**src/rtl/alu_byte_sequencer.sv**
```systemverilog
// alu_byte_sequencer: runs N-byte ALU commands through an 8-bit slice,
// one byte per clock, LSB first, with a registered inter-byte carry.
module alu_byte_sequencer #(
  parameter int NBYTES = 2
) (
  input  logic                  clk,
  input  logic                  rst,
  input  logic                  cmd_valid,
  output logic                  cmd_ready,
  input  logic [2:0]            cmd_op,
  input  logic [8*NBYTES-1:0]   cmd_a,
  input  logic [8*NBYTES-1:0]   cmd_b,
  output logic [7:0]            alu_a,
  output logic [7:0]            alu_b,
  output logic [1:0]            alu_op,
  output logic                  alu_cin,
  input  logic [7:0]            alu_f,
  input  logic                  alu_cout,
  output logic                  rsp_valid,
  input  logic                  rsp_ready,
  output logic [8*NBYTES-1:0]   rsp_f,
  output logic                  rsp_cout,
  output logic                  rsp_ovf,
  output logic                  rsp_zero,
  output logic                  rsp_err
);

  localparam int W  = 8 * NBYTES;
  localparam int KW = (NBYTES > 1) ? $clog2(NBYTES) : 1;
  localparam logic [KW-1:0] KLAST = KW'(NBYTES - 1);

  typedef enum logic [1:0] {
    IDLE,
    RUN,
    DONE
  } state_t;

  state_t         state;
  state_t         state_nxt;

  logic           rdy_q;
  logic [2:0]     op_q;
  logic [W-1:0]   a_q;
  logic [W-1:0]   b_q;
  logic [KW-1:0]  k_q;
  logic           carry_q;
  logic [W-1:0]   res_q;

  logic [W-1:0]   rsp_f_q;
  logic           rsp_cout_q;
  logic           rsp_ovf_q;
  logic           rsp_zero_q;
  logic           rsp_err_q;

  logic           is_add;
  logic           is_sub;
  logic           is_and;
  logic           is_or;
  logic           is_xor;
  logic           legal;
  logic           arith;

  logic           accept;
  logic           last;
  logic [KW+2:0]  bit_sh;
  logic [W-1:0]   a_shift;
  logic [W-1:0]   b_shift;
  logic [7:0]     a_byte;
  logic [7:0]     b_byte;
  logic [W-1:0]   res_nxt;

  logic           sign_a;
  logic           sign_b;
  logic           sign_r;
  logic           ovf_nxt;

  // handshake strobes
  assign accept    = (state == IDLE) & rdy_q & cmd_valid;
  assign last      = (k_q == KLAST);
  assign cmd_ready = (state == IDLE) & rdy_q;
  assign rsp_valid = (state == DONE);

  // decode the latched opcode
  always_comb begin
    is_add = 1'b0;
    is_sub = 1'b0;
    is_and = 1'b0;
    is_or  = 1'b0;
    is_xor = 1'b0;
    case (op_q)
      3'b000:  is_add = 1'b1;
      3'b001:  is_sub = 1'b1;
      3'b010:  is_and = 1'b1;
      3'b011:  is_or  = 1'b1;
      3'b100:  is_xor = 1'b1;
      default: ;
    endcase
  end

  assign legal = is_add | is_sub | is_and | is_or | is_xor;
  assign arith = is_add | is_sub;

  // current byte lane of each operand
  assign bit_sh  = {k_q, 3'b000};
  assign a_shift = a_q >> bit_sh;
  assign b_shift = b_q >> bit_sh;
  assign a_byte  = a_shift[7:0];
  assign b_byte  = b_shift[7:0];

  // ALU port drive; all zero outside RUN and for illegal opcodes
  always_comb begin
    alu_a   = 8'h00;
    alu_b   = 8'h00;
    alu_op  = 2'b00;
    alu_cin = 1'b0;
    if (state == RUN && legal) begin
      alu_a = a_byte;
      alu_b = is_sub ? ~b_byte : b_byte;
      unique case (1'b1)
        is_and:  alu_op = 2'b01;
        is_or:   alu_op = 2'b10;
        is_xor:  alu_op = 2'b11;
        default: alu_op = 2'b00;
      endcase
      if (arith) begin
        alu_cin = (k_q == '0) ? is_sub : carry_q;
      end
    end
  end

  // merge the ALU byte into the partial result
  always_comb begin
    res_nxt = res_q & ~(W'(8'hFF) << bit_sh);
    res_nxt = res_nxt | (W'(alu_f) << bit_sh);
  end

  // signed overflow seen on the final byte
  assign sign_a  = a_q[W-1];
  assign sign_b  = is_sub ? ~b_q[W-1] : b_q[W-1];
  assign sign_r  = res_nxt[W-1];
  assign ovf_nxt = arith & (sign_a == sign_b) & (sign_r != sign_a);

  // next-state logic
  always_comb begin
    state_nxt = state;
    case (state)
      IDLE:    if (accept)    state_nxt = RUN;
      RUN:     if (last)      state_nxt = DONE;
      DONE:    if (rsp_ready) state_nxt = IDLE;
      default:                state_nxt = IDLE;
    endcase
  end

  // state register and post-reset ready enable
  always_ff @(posedge clk or posedge rst) begin
    if (rst) begin
      state <= IDLE;
      rdy_q <= 1'b0;
    end else begin
      state <= state_nxt;
      rdy_q <= 1'b1;
    end
  end

  // command capture and per-byte sequencing
  always_ff @(posedge clk or posedge rst) begin
    if (rst) begin
      op_q    <= 3'b000;
      a_q     <= '0;
      b_q     <= '0;
      k_q     <= '0;
      carry_q <= 1'b0;
      res_q   <= '0;
    end else if (accept) begin
      op_q    <= cmd_op;
      a_q     <= cmd_a;
      b_q     <= cmd_b;
      k_q     <= '0;
      carry_q <= 1'b0;
      res_q   <= '0;
    end else if (state == RUN) begin
      res_q   <= res_nxt;
      carry_q <= arith & alu_cout;
      k_q     <= last ? '0 : k_q + KW'(1);
    end
  end

  // response registers, loaded on the final byte edge
  always_ff @(posedge clk or posedge rst) begin
    if (rst) begin
      rsp_f_q    <= '0;
      rsp_cout_q <= 1'b0;
      rsp_ovf_q  <= 1'b0;
      rsp_zero_q <= 1'b0;
      rsp_err_q  <= 1'b0;
    end else if (state == RUN && last) begin
      rsp_f_q    <= legal ? res_nxt : '0;
      rsp_cout_q <= arith & alu_cout;
      rsp_ovf_q  <= ovf_nxt;
      rsp_zero_q <= legal ? (res_nxt == '0) : 1'b1;
      rsp_err_q  <= ~legal;
    end
  end

  assign rsp_f    = rsp_f_q;
  assign rsp_cout = rsp_cout_q;
  assign rsp_ovf  = rsp_ovf_q;
  assign rsp_zero = rsp_zero_q;
  assign rsp_err  = rsp_err_q;

endmodule

```
**config.mk**
```make
export PLATFORM = sky130hd
export DESIGN_NAME = alu_byte_sequencer
export DESIGN_NICKNAME = d
export VERILOG_FILES = /design/src/rtl/alu_byte_sequencer.sv
export SDC_FILE = /design/constraint.sdc
export NUM_CORES = 1
export LEC_CHECK = 0
export BUFFER_PORTS_ARGS = -buffer_cell sky130_fd_sc_hd__buf_4
export CAP_MARGIN = 20
export CORE_AREA = 4 4 83 85
export CTS_BUF_LIST = sky130_fd_sc_hd__clkbuf_8
export CTS_CLUSTER_SIZE = 10
export DETAILED_ROUTE_END_ITERATION = 7
export DIE_AREA = 0 0 87 89
export PLACE_DENSITY = 0.81
export SLEW_MARGIN = 20
export SYNTH_ARGS = -nofsm -noshare
export SYNTH_HDL_FRONTEND = slang
export SYNTH_SLANG_ARGS = --single-unit
```
**constraint.sdc**
```tcl
create_clock -name clk -period 2.3 [get_ports clk]
set_input_delay 0.23 -clock clk [delete_from_list [all_inputs] [get_ports clk]]
set_output_delay 0.23 -clock clk [all_outputs]
set_load 0.005 [all_outputs]
```
==> run summary <==
Outcome: completed
Largest stage delay on the critical path: 0.49 ns
Synthesized net count: 307
Startpoint Class: flip-flop
Max-cap violations: 0
Total global routing track utilization: 19.2%
Routed wire length: 7.07 mm
Antenna diodes: 0
Final Instance Area: 0.00411 mm^2
DRT iter0 DRCs: 156
Final Wtd Congestion: 0.834
Clk_skew: 0.00880 ns
Post-CTS Setup Bufs: 0
Worst Reg2Reg Path Length in Cells: 3
DP HPWL: 4.93 mm
Critical Path RT: 2.07 ns
Num CTS Buffers: 9
Final period utilization: 92.7%
Pwr dens: 1350 mW/mm^2
Worst-path cell chain: o21ai_2 -> nand2_1 -> nor2_1 -> buf_4
Total global routing overflow: 0
Main combinational cell family by area after synthesis: multiplexers
Post-synthesis mux area share: 20.9%
Avg WL per Cell: 16.6 um
Clk sinks: 69
Root buffer cell: clkbuf_8
Post-route DRC violation count: 0
Synth Area in Adders: 0%
Layout cells sized above 1: 42.4%
Largest net degree at the start of global routing: 70
Worst Hold Launch: rsp_ready
Die area: 0.00774 mm^2
First-pass GRT wire length: 11.4 mm
Flop and latch count out of synthesis: 69
Power, Total: 5.53 mW
Critical path origin: op_q[0]
Vias per inst: 5.38
Fraction of registers with async set or reset after synthesis: 100%
Min-Delay Path Depth: 2
Final WS setup: 0.168 ns
CTS tree: yes
XOR/XNOR Fraction of Synth Area: 2.67%
Area Growth Syn to Fin: 25.2%
Final core utilization: 66.2%
Synth cell types: 37
Routed Antenna Nets: 0
TNS Setup: 0 ns
Placeable Area: 0.00620 mm^2
CP top delay family: simple AND/OR/NAND/NOR gates
Cell Area, Placed: 0.00392 mm^2
Cells after Synth: 259
H-tree depth: 3
Hold buffers post-CTS: 1
Ports: 89
Number of synthesized flops with an enable pin: 0
Crit path capture type: output port
Fin nets: 392
Critical R2R Launch: state[1]
Reg2Reg Setup Slack: 0.65 ns
Slew Viols, Final: 0
Final hold viol count: 0
Dpl ws: 0.528 ns
PortBufs: 88
Worst-Margin Slew: 0.697 ns
Worst hold path class: primary input to flip-flop
Critical path's slowest cell: dfrtp_1
Most used DFF post-synth: dfrtp_1
Yosys warning count: 0
Slew HR: 53.4%
Compound-gate portion of the synthesized area: 8.69%
Critical-path maximum fanout: 16
DIE HEIGHT: 89 um
Mapped Area: 0.00328 mm^2
Final Setup Violations: 0
Worst Hold Slack: 0.0982 ns
Fin cells: 426
Maximum VDD drop: 0.768 mV
Part of the Yosys area used for sequential elements: 52.6%
Critical path arrival: 1.90 ns
CTS Buffer Depth: 2
Clk slew on worst S/H paths: 0.08 ns
Clk_lat worst skew: 0.34 ns
Initial antenna violation count: 0
Buffer and inverter count on the worst path: 1
Avg Cell Area, Syn: 12.7 um^2
Critical path class: flip-flop to output port
Via count: 2293
Initial Utilization: 52.9%
Post-layout min period: 2.13 ns
Die X: 87 um
Vias in the first global route: 2346
Leak: 1.98 nW
Simple logic cell fraction of the synthesized area: 9.22%
RSZ-0062 raised after global routing: no
R2R Path End: rsp_f[2]
Drt first pass iters: 4
# placed instances: 409
# rows: 29
Max Fclk: 469 MHz
Cts repair resizes: 0
Hold endpoint: state[1]
## placed cells by master (no fill, tap or decap), types with 2 or more instances in the layout
| cell type | instances |
|---|---|
| nand3_1 | 2 |
| nor3_1 | 3 |
| xnor2_1 | 9 |
| buf_12 | 3 |
| o21ai_0 | 12 |
| mux2_2 | 5 |
| buf_4 | 88 |
| a21oi_1 | 12 |
| and3_1 | 2 |
| inv_1 | 4 |
| mux2i_1 | 18 |
| dfrtp_1 | 69 |
| mux2_4 | 30 |
| a22o_1 | 16 |
| clkinvlp_4 | 2 |
| nor2_1 | 23 |
| clkbuf_8 | 11 |
| nand2_1 | 18 |
| nor4_1 | 2 |
## sequential cells by signal, summed over array words and instances (netlist names)
register and cells:
op_q 3, res_q 9, a_q 16, rsp_cout 1, rsp_err 1, carry_q 1
b_q 16, state 2, rdy_q 1, rsp_f 16, rsp_ovf 1, k_q 1
rsp_zero 1
## routing by layer
| metal | global-route usage [%] | part of all wire [%] | vias up |
|---|---|---|---|
| li1 | - | - | 1067 |
| met1 | 24.3 | 42 | 1121 |
| met2 | 30.6 | 48 | 94 |
| met3 | 7.65 | 9.2 | 11 |
| met4 | 5.81 | 1.2 | 0 |
| met5 | 0 | 0 | - |
## how the worst max path moves through the flow
stage	cells after the start	end
finish	4	alu_b[5]
global route	4	alu_b[4]
CTS	4	alu_b[5]
detailed placement	4	alu_b[5]
global placement	4	alu_b[4]
floorplan	1	a_q[0]
## power breakdown
part | leakage [nW] | internal, mW | total [mW] | switching, mW
Sequential | 0.857 | 1.80 | 2.23 | 0.431
Combinational | 1.03 | 1.41 | 2.41 | 1.00
Clock | 0.0939 | 0.441 | 0.890 | 0.449
## cell type report
class,count,area (um^2)
multi-input combinational,169,1370
fill,472,2090
timing repair buffer,92,731
sequential,69,1730
inverter,3,11.3
tap,77,96.3
clock inverter,5,27.5
clock buffer,11,151
## cells in the mapped netlist (5+ instances only)
cell	instances	area (um^2)
xnor2_1	9	78.8
a22o_1	16	140
a21oi_1	12	60.1
nand2_1	18	67.6
o21ai_0	12	60.1
nor2_1	23	86.3
mux2_2	5	56.3
dfrtp_1	69	1730
mux2_4	30	450
mux2i_1	18	180
buf_2	7	35.0
## logic make-up after synthesis
logic type / Yosys count
flip-flops: 69
XOR/XNOR: 10
AO/OA/AOI/OAI: 43
other: 1
AND/OR/NAND/NOR: 62
buffers and inverters: 21
multiplexers: 53
Note: power is estimated with default switching activity, not from simulation.
